<file path="src/rtl/uart_pkg.sv">
// Shared UART definitions: receiver FSM states, frame width and the default bit period used
// by both the transmitter and the receiver.
package uart_pkg;

  localparam int unsigned UART_DATA_BITS    = 8;
  localparam int unsigned UART_CLKS_PER_BIT = 16;

  typedef enum logic [2:0] {
    ST_IDLE,
    ST_START,
    ST_DATA,
    ST_STOP,
    ST_WAIT_HIGH
  } uart_rx_state_e;

endpackage

</file>
<file path="src/rtl/sync_fifo.sv">
// Single-clock circular FIFO with wrap-bit pointers; a push while full is accepted only when
// a pop frees the head slot in the same cycle. The head reads as zero while empty.
module sync_fifo #(
  parameter int unsigned WIDTH = 8,
  parameter int unsigned DEPTH = 4
) (
  input  logic             clk,
  input  logic             rst_n,
  input  logic             push,
  input  logic [WIDTH-1:0] wdata,
  output logic             full,
  input  logic             pop,
  output logic [WIDTH-1:0] rdata,
  output logic             empty
);

  localparam int unsigned AW = $clog2(DEPTH);

  logic [AW:0]      wr_ptr_q, rd_ptr_q;
  logic [WIDTH-1:0] mem_q [DEPTH];
  logic             do_push, do_pop;

  assign empty   = (wr_ptr_q == rd_ptr_q);
  assign full    = (wr_ptr_q == {~rd_ptr_q[AW], rd_ptr_q[AW-1:0]});
  assign do_pop  = pop && !empty;
  assign do_push = push && (!full || do_pop);
  assign rdata   = empty ? '0 : mem_q[rd_ptr_q[AW-1:0]];

  always_ff @(posedge clk) begin
    if (!rst_n) begin
      wr_ptr_q <= '0;
      rd_ptr_q <= '0;
    end else begin
      if (do_push) wr_ptr_q <= wr_ptr_q + 1'b1;
      if (do_pop)  rd_ptr_q <= rd_ptr_q + 1'b1;
    end
  end

  // Storage needs no reset; empty masks stale contents.
  always_ff @(posedge clk) begin
    if (do_push) mem_q[wr_ptr_q[AW-1:0]] <= wdata;
  end

endmodule

</file>
<file path="src/rtl/uart_rx_fifo.sv">
// 8N1 UART receiver: RX synchronizer, mid-bit sampling FSM and shift register, feeding a
// small byte FIFO. Framing errors and overruns are reported as single-cycle pulses.
module uart_rx_fifo
  import uart_pkg::*;
#(
  parameter int unsigned CLKS_PER_BIT = UART_CLKS_PER_BIT,
  parameter int unsigned DEPTH        = 4
) (
  input  logic                      CLK,
  input  logic                      RST,
  input  logic                      RX,
  output logic [UART_DATA_BITS-1:0] rx_data,
  output logic                      rx_valid,
  input  logic                      rx_ready,
  output logic                      frame_err,
  output logic                      overrun
);

  localparam int unsigned   CNT_W    = $clog2(CLKS_PER_BIT);
  localparam logic [CNT_W-1:0] CNT_HALF = CNT_W'(CLKS_PER_BIT / 2 - 1);
  localparam logic [CNT_W-1:0] CNT_FULL = CNT_W'(CLKS_PER_BIT - 1);

  uart_rx_state_e            state_q, state_d;
  logic [CNT_W-1:0]          cnt_q, cnt_d;
  logic [2:0]                idx_q, idx_d;
  logic [UART_DATA_BITS-1:0] shift_q, shift_d;
  logic                      rx_meta_q, rx_s_q;
  logic                      push_req_q, push_req_d;
  logic                      frame_req_q, frame_req_d;
  logic                      frame_err_q, overrun_q, overrun_d;
  logic                      fifo_full, fifo_empty;

  assign rx_valid  = ~fifo_empty;
  assign frame_err = frame_err_q;
  assign overrun   = overrun_q;
  // A pop in the push cycle frees the slot, so only a non-popping full FIFO drops the byte.
  assign overrun_d = push_req_q && fifo_full && !(rx_ready && rx_valid);

  always_comb begin
    state_d     = state_q;
    cnt_d       = cnt_q;
    idx_d       = idx_q;
    shift_d     = shift_q;
    push_req_d  = 1'b0;
    frame_req_d = 1'b0;
    unique case (state_q)
      ST_IDLE: begin
        if (!rx_s_q) begin
          cnt_d   = '0;
          state_d = ST_START;
        end
      end
      ST_START: begin
        cnt_d = cnt_q + 1'b1;
        if (cnt_q == CNT_HALF) begin
          if (!rx_s_q) begin
            cnt_d   = '0;
            idx_d   = '0;
            state_d = ST_DATA;
          end else begin
            state_d = ST_IDLE;
          end
        end
      end
      ST_DATA: begin
        cnt_d = cnt_q + 1'b1;
        if (cnt_q == CNT_FULL) begin
          shift_d = {rx_s_q, shift_q[UART_DATA_BITS-1:1]};
          cnt_d   = '0;
          idx_d   = idx_q + 1'b1;
          if (idx_q == 3'd7) state_d = ST_STOP;
        end
      end
      ST_STOP: begin
        cnt_d = cnt_q + 1'b1;
        if (cnt_q == CNT_FULL) begin
          cnt_d = '0;
          if (rx_s_q) begin
            push_req_d = 1'b1;
            state_d    = ST_IDLE;
          end else begin
            frame_req_d = 1'b1;
            state_d     = ST_WAIT_HIGH;
          end
        end
      end
      ST_WAIT_HIGH: begin
        if (rx_s_q) state_d = ST_IDLE;
      end
      default: state_d = ST_IDLE;
    endcase
  end

  always_ff @(posedge CLK) begin
    if (!RST) begin
      rx_meta_q   <= 1'b1;
      rx_s_q      <= 1'b1;
      state_q     <= ST_IDLE;
      cnt_q       <= '0;
      idx_q       <= '0;
      shift_q     <= '0;
      push_req_q  <= 1'b0;
      frame_req_q <= 1'b0;
      frame_err_q <= 1'b0;
      overrun_q   <= 1'b0;
    end else begin
      rx_meta_q   <= RX;
      rx_s_q      <= rx_meta_q;
      state_q     <= state_d;
      cnt_q       <= cnt_d;
      idx_q       <= idx_d;
      shift_q     <= shift_d;
      push_req_q  <= push_req_d;
      frame_req_q <= frame_req_d;
      frame_err_q <= frame_req_q;
      overrun_q   <= overrun_d;
    end
  end

  // shift_q is stable until the next frame's first data sample, so it feeds the FIFO directly.
  sync_fifo #(
    .WIDTH(UART_DATA_BITS),
    .DEPTH(DEPTH)
  ) u_fifo (
    .clk  (CLK),
    .rst_n(RST),
    .push (push_req_q),
    .wdata(shift_q),
    .full (fifo_full),
    .pop  (rx_ready),
    .rdata(rx_data),
    .empty(fifo_empty)
  );

endmodule

</file>
<file path="config.mk">
export PLATFORM = sky130hd
export DESIGN_NAME = uart_rx_fifo
export DESIGN_NICKNAME = d
export VERILOG_FILES = /design/src/rtl/uart_pkg.sv /design/src/rtl/sync_fifo.sv /design/src/rtl/uart_rx_fifo.sv
export SDC_FILE = /design/constraint.sdc
export NUM_CORES = 1
export LEC_CHECK = 0
export CORE_AREA = 2 2 75 77
export DETAILED_ROUTE_END_ITERATION = 12
export DIE_AREA = 0 0 77 79
export PLACE_DENSITY = 0.72
export SYNTH_ARGS = -nofsm -noshare
export SYNTH_HDL_FRONTEND = slang
export SYNTH_SLANG_ARGS = --single-unit
export TNS_END_PERCENT = 1
</file>
<file path="constraint.sdc">
create_clock -name CLK -period 1.55 [get_ports CLK]
set_clock_uncertainty 0.15 [all_clocks]
set_input_delay 0.155 -clock CLK [delete_from_list [all_inputs] [get_ports CLK]]
set_output_delay 0.155 -clock CLK [all_outputs]
set_load 0.005 [all_outputs]
</file>
# Word-level counts from Yosys, hierarchy flattened
# Memory sizes are Yosys's and may differ from the RTL's. A register that Yosys moved wholly into a read port is not among the register bits.
# Cells that the tools add are included.
# totals
regBits	30
mem_bits_rw	32
inputBits	4
elab_cells	78
n_memories	1
# mem_list
name	depth	word_bits	read_ports	rd_ports_with_merged_regs	wr	line	text
u_fifo.mem_q	4	8	1	1	1	sync_fifo.sv:20	logic [WIDTH-1:0] mem_q [DEPTH];
# op_classes
n_addsub	4
n_eq_ne	16
n_mux	25
bitwise	2
n_reduce_logical	18
# op_table
cell	count
$mux W3	10
$mux W4	4
$pmux W3 S5	1
$ne A2 B2 Y1 const B	7
$pmux W4 S3	1
$add A3 B1 Y3 const B	3
$mux W8	1
$eq A3 B2 Y1 const B	2
$eq A3 B3 Y1	2
$eq A3 B3 Y1 const B	2
$mux W2	3
$pmux W3 S2	1
$reduce_and A6 Y1	1
$logic_and A1 B1 Y1	5
$add A4 B1 Y4 const B	1
$eq A4 B3 Y1 const B	1
$eq A4 B4 Y1 const B	1
$mux W1	4
$reduce_and A2 Y1	2
$reduce_and A4 Y1	1
$eq A3 B1 Y1 const B	1
$logic_not A1 Y1	3
$logic_not A3 Y1	1
$reduce_and A3 Y1	1
other kinds (5)	6

# Depth between registers and ports, before layout
# Gate-level depths: netlist of the first run.
# logic_depth
ltp_word	7
mapped_depth	6
ltp_nobuf	5

# By module
# A second synthesis of the first run with hierarchy kept.
# hier_totals
cells_unflattened	220
area_unflattened_um2	2685.1
# modules_own_cells
module	instances	cells_each	area_per_inst_um2
sync_fifo	1	103	1695.4
uart_rx_fifo	1	117	989.7

# Least setup slack after synthesis of the first run
# Ideal clock, no wire load.
# synth_path
kind	flip-flop to flip-flop
startpoint	reg state_q[1]
endpoint	reg state_q[1]
t_arrival_ps	1504
required_ps	1330
path_slack_ps	-175
path_stages_with_launch	6
n_path_buf	1
cell_sequence	dfxtp_1 -> buf_6 -> or4b_1 -> a211o_1 -> a221oi_2 -> o2bb2ai_1
# synth_via
elab_chain_len	3
elab_cells_between_ends	13
# synth_rtl
item	line	text
from (decl)	uart_rx_fifo.sv:23	uart_rx_state_e state_q, state_d;
from (signal assigned)	uart_rx_fifo.sv:109	state_q <= state_d;
$eq A3 B2 Y1 (tied with other cells)	uart_rx_fifo.sv:46	unique case (state_q)
$ne A2 B2 Y1 (no source line)	--	
$reduce_and A6 Y1 (no source line)	--	
# Several ways; a longest one is shown, not always the timed one.
# A chain may end at the register's enable or synchronous reset.

==> results.cfg, run 1 <==
[placement]
dp.cells = 320
gp_congestion = 0.7900
pre_cts_ws_ns = -0.3143
io_buffers = 14
hpwl_um = 3129

[cts]
root_buffer = clkbuf_8
hold_buffers = 0
cts_tree = done
clk_latency_ns = 0.34
cts-buffers-inserted = 9
clockBufferDepth = 2
clk_pin_slew_ns = 0.08
htree_levels = 3
cts_num_sinks = 64

[sta]
tns_ns = -8.229
slew_headroom = 0.7546
finalSetupViolCount = 54
hold_ws_ns = 0.2367
hold_viol = 0
slew_violations = 0
max_freq_ghz = 0.5321
setup_ws_ns = -0.3294
worst-slew-pin-transition_ns = 0.3648
fin_crit_ns = 1.879
rsz0062_at_grt = true
fin_crit_sh = 1.212

[floorplanning]
core_area_um2 = 5338
die_h_um = 79
die_x_um = 77
start_util = 0.5026
pin_count = 15
dieArea_um2 = 6083
rows = 27

[cells_and_area]
drive_above_1_share = 0.3806
fin_cells = 340
final.fill_count = 438
nets = 275
antennaDiodeCount = 0
area_growth_pct = 30.08

[synth]
syn_inst = 210
syn_area_per_cell_um2 = 12.77
synthArstFlopShare = 0
yosysSeqAreaShare = 0.5970
yosys_warnings = 0
yosys.area.top_type_share = 0.3582
synthesis.nets = 222
synth_commonest_cells = dfxtp_1 (32), edfxtp_1 (32), nand2_1 (25)
synth_enable_flop_cells = 32
synth.distinct_cells = 45
synth_largest_area_cell = edfxtp_1
synth-seq-cells = 64
synth.top_cells.by_area = edfxtp_1 (36%), dfxtp_1 (24%), mux4_2 (6.7%)
synth_ff_type = edfxtp_1
syn_area_um2 = 2683

[setup_path]
cp-end-kind = output pin
start_kind = flop
required_ns = 1.24
cp.arrival_ns = 1.57
crit_type = flop to output pin
crit_path_max_fanout = 6

[pwr]
p_total_mw = 3.618
powerDensity_nw_per_um2 = 1037
leakagePower_nw = 1.341
ir_worst_vdd_mv = 0.6425

[job]
max-cap-violations = 0

[grt]
grt_usage = 0.1752
grt_start_max_net_pins = 22
grt_pass1_vias = 1744
grt_overflow = 0
grt_pass1_wl_um = 8128
antenna_found_initial = 0

[route]
dr_total_vias = 1728
postRouteWirelength_um = 4804
wl_per_cell_um = 14.13
via_per_inst = 5.082
drt_iter0_markers = 87
ant_nets = 0
drcViolationCount = 0
drtPass1Iterations = 4

[outcome]
violations = negative setup slack
status = finished with violations

[min_path]
min_path_type = primary input to flop
-- power breakdown --
group	switching, mW	internal (mW)
registers	0.0106	1.78
clock network	0.656	0.907
logic	0.127	0.138
-- critical path: stages (launching register included) --
cell	delay, ns
dfxtp_4	0.37
buf_12	0.12
mux4_2	0.49
nor2b_4	0.13
buf_2	0.11
-- placed cells by master, fill, tap and decap left out, types with 4 or more instances in the layout --
cell and n:
a21boi_0 7, and2_1 5, and2_4 5, buf_2 8
buf_4 33, clkbuf_8 9, clkdlybuf4s50_1 5, dfxtp_1 20
dfxtp_2 9, edfxtp_1 32, ha_1 7, inv_1 6
mux2i_1 4, mux4_2 8, nand2_1 25, nor2_1 4
nor2b_1 12
-- cells by family (layout without fill, tap and decap cells) --
| kind of cell | after synthesis | in the layout | share of synthesized area |
|---|---|---|---|
| muxes | 12 | 12 | 0.08209 |
| xor gates and xnor gates | 7 | 7 | 0.02285 |
| and+or+nand+nor | 72 | 72 | 0.1423 |
| buffers and inverters | 17 | 75 | 0.02985 |
| adders and majority gates | 8 | 8 | 0.03731 |
| DFF | 64 | 64 | 0.5970 |
| AOI/OAI and AO/OA | 30 | 30 | 0.08862 |
-- worst paths after layout --
kind                            from            endpoint  slack [ns]  cells past startpoint
setup / recovery                flop          rx_data[6]       -0.33                      4
hold / removal                    RX           rx_meta_q        0.24                      2
setup reg to reg  u_fifo.rd_ptr_q[2]  u_fifo.wr_ptr_q[0]       -0.20                      6
hold reg to reg            rx_meta_q              rx_s_q        0.26                      1
-- timing repair --
action	CTS	global route
pin swaps	14	5
gates resized for setup	66	9
setup endpoints to repair	63	66
setup buffers	3	1
-- stage by stage --
step | utilization | instance area [um2]
5_1_grt | 0.6538 | 3490
2_1_floorplan | - | 2683
4_1_cts | 0.6463 | 3450
3_3_place_gp | 0.5888 | 3143
3_5_place_dp | 0.5888 | 3143
6_report | 0.6538 | 3490
-- layer usage --
metal  global-route usage  share of wire  vias to the layer above
met4              0.09643          0.021                        0
met2               0.2974           0.51                       28
met5                    0              0                        -
li1                     -              -                      866
met3              0.03864          0.027                       11
met1               0.2088           0.44                      823
-- flip-flops by register name, indices dropped and copies added, names as in the netlist, 3 cells and up, named ones only --
name	count
cnt_q	4
idx_q	3
shift_q	8
state_q	3
u_fifo.mem_q	32
u_fifo.rd_ptr_q	3
u_fifo.wr_ptr_q	3
-- area by class of cell --
cell class / instances / area (um2) / share of cell area
Clock buffer: 9 / 123.9 / 0.03550
Clock inverter: 7 / 95.09 / 0.02725
Inverter: 6 / 22.52 / 0.006454
Multi-Input combinational cell: 129 / 1092 / 0.3130
Sequential cell: 64 / 1624 / 0.4654
Tap cell: 72 / 90.09 / 0.02582
Timing Repair Buffer: 53 / 441.7 / 0.1266
(Power assumes the default switching activity.)
==> inputs of run 2 (changes only) <==
--- a/config.mk
+++ b/config.mk
@@ -8,7 +8,7 @@
 export CORE_AREA = 2 2 75 77
 export DETAILED_ROUTE_END_ITERATION = 12
 export DIE_AREA = 0 0 77 79
-export PLACE_DENSITY = 0.72
+export PLACE_DENSITY = 0.83
 export SYNTH_ARGS = -nofsm -noshare
 export SYNTH_HDL_FRONTEND = slang
 export SYNTH_SLANG_ARGS = --single-unit
==> run 2 against run 1 <==
The run still ends with negative setup slack left. Cell area is 2.6% higher. Register-to-register slack worse by 0.09 ns. Combinational power hardly changed. Setup slack worse by 0.087 ns. Global-route usage is 0.87 points higher. Worst hold slack worse by 0.0014 ns. Highest routed layer unchanged. Critical path depth is 1 higher. Clock power is 8% higher. Clock-buffer cell count is 1 higher. Power is 3.9% higher. Die area stayed put. Wire length is 11% higher.
==> results.cfg, run 2 (synthesis gave the netlist of run 1 again) <==
[cells_and_area]
area_growth_pct = 33.44
fin_cells = 347
largest_reg_flops = 32
drive_above_1_share = 0.4073
layout_commonest_cell = buf_4
antennaDiodeCount = 0
final_cell_mix = buf_4 (38), edfxtp_1 (32), nand2_1 (25)
fin_util = 0.6707
design_area_um2 = 3580
nets = 282

[sta]
slew_headroom = 0.7326
setup_ws_ns = -0.4163
fin_crit_ns = 1.966
rsz0062_at_grt = true
fin_crit_sh = 1.269
hold_viol = 0
finalSetupViolCount = 58
worst-slew-pin-transition_ns = 0.4010
max_freq_ghz = 0.5086
slew_violations = 0

[route]
drtPass1Iterations = 5
ant_nets = 0
wl_per_cell_um = 15.36
drt_iter0_markers = 101
drcViolationCount = 0
dr_total_vias = 1814
via_per_inst = 5.228
postRouteWirelength_um = 5330

[cts]
clockBufferDepth = 2
clk_latency_ns = 0.34
cts-buffers-inserted = 9
cts_tree = done
htree_levels = 3
cts_num_sinks = 64
clk_pin_slew_ns = 0.07
hold_buffers = 0
root_buffer = clkbuf_8

[setup_path]
cp.arrival_ns = 1.66
r2r_slack_ns = -0.29
start_kind = flop
cpMostUsedCell = buf_6
crit_slowest_cell = mux4_2
crit_type = flop to output pin
r2r_end = u_fifo.wr_ptr_q[0]
cp_num_cells = 5
cp-end-kind = output pin
reg2reg_from = u_fifo.wr_ptr_q[0]
crit_chain = buf_6 > buf_6 > mux4_2 > nor2b_4 > buf_2
endpoint = rx_data[0]
critical_path.top_delay_family = multiplexers
crit_path_max_fanout = 3
crit_buf_inv = 3
reg2reg_depth = 6
required_ns = 1.24
critPathMaxStageDelay_ns = 0.50

[floorplanning]
core_area_um2 = 5338
die_x_um = 77
rows = 27
die_h_um = 79
start_util = 0.5026
pin_count = 15
dieArea_um2 = 6083

[pwr]
p_total_mw = 3.759
powerDensity_nw_per_um2 = 1050
leakagePower_nw = 1.389
ir_worst_vdd_mv = 0.9042

[grt]
grt_usage = 0.1839
grt_pass1_vias = 1846
grt_pass1_wl_um = 8480
grt_overflow = 0
antenna_found_initial = 0
grt_start_max_net_pins = 20

[placement]
io_buffers = 14
gp_congestion = 0.7693
placed_area_um2 = 3141
dp.cells = 323
pre_cts_ws_ns = -0.3778
hpwl_um = 3339

[outcome]
violations = negative setup slack
status = finished with violations

[min_path]
min_path_type = primary input to flop

[job]
max-cap-violations = 0
run 2: cell count changes in the layout (fill, tap and decap cells not counted), moves of 3 or more:
cell / change
a21boi_1: +6
buf_2: -3
buf_6: +4
a21boi_0: -7
clkbuf_2: +3
buf_4: +5
run 2: worst register-to-register path: stages (launching register included):
cell,delay [ns]
dfxtp_2,0.33
xor2_2,0.18
buf_4,0.15
o41a_1,0.48
buf_4,0.19
xnor2_1,0.11
and2_1,0.15
run 2: final cells by class:
| type | count | area, um2 |
|---|---|---|
| clock buffer | 10 | 127.6 |
| sequential | 64 | 1620 |
| inverter | 6 | 22.52 |
| fill | 406 | 1758 |
| multi-input combinational | 129 | 1126 |
| clock inverter | 6 | 107.6 |
| timing repair buffer | 60 | 485.5 |
| tap | 72 | 90.09 |
run 2: per-layer routing:
| layer | wire length, um | GRT usage | up-vias |
|---|---|---|---|
| met5 | 0 | 0 | - |
| met4 | 144 | 0.1000 | 0 |
| met3 | 137 | 0.03523 | 13 |
| met2 | 2795 | 0.3368 | 36 |
| met1 | 2253 | 0.2018 | 880 |
| li1 | - | - | 885 |
run 2: timing repair:
item | CTS | global route
setup buffers | 6 | 2
endpoints found under the setup margin | 65 | 66
hold endpoints to repair | 0 | 0
pin swaps | 13 | 6
resized for setup | 69 | 19
run 2: power by group:
part	internal [mW]	leakage, nW	switching [mW]	total [mW]
Clock	1.06	0.116	0.630	1.69
Sequential	1.78	0.561	0.0164	1.80
Combinational	0.138	0.711	0.131	0.269
run 2: how the worst min path moves through the flow:
| stage | endpoint | slack (ns) | startpoint | cells after the start |
|---|---|---|---|---|
| floorplan | rx_s_q | 0.08 | RST | 1 |
| global placement | rx_s_q | 0.24 | rx_meta_q | 1 |
| detailed placement | rx_s_q | 0.25 | rx_meta_q | 1 |
| CTS | rx_meta_q | 0.23 | RX | 2 |
| global route | rx_meta_q | 0.25 | RX | 2 |
| finish | rx_meta_q | 0.24 | RX | 2 |
run 2: through the flow:
stage	TNS [ns]	hold WS, ns
after CTS	-8.818	0.2330
final	-11.48	0.2353
after detailed placement	-16.79	0.2470
after floorplan	-6.492	0.07804
after global routing	-14.79	0.2501
after global placement	-13.71	0.2414
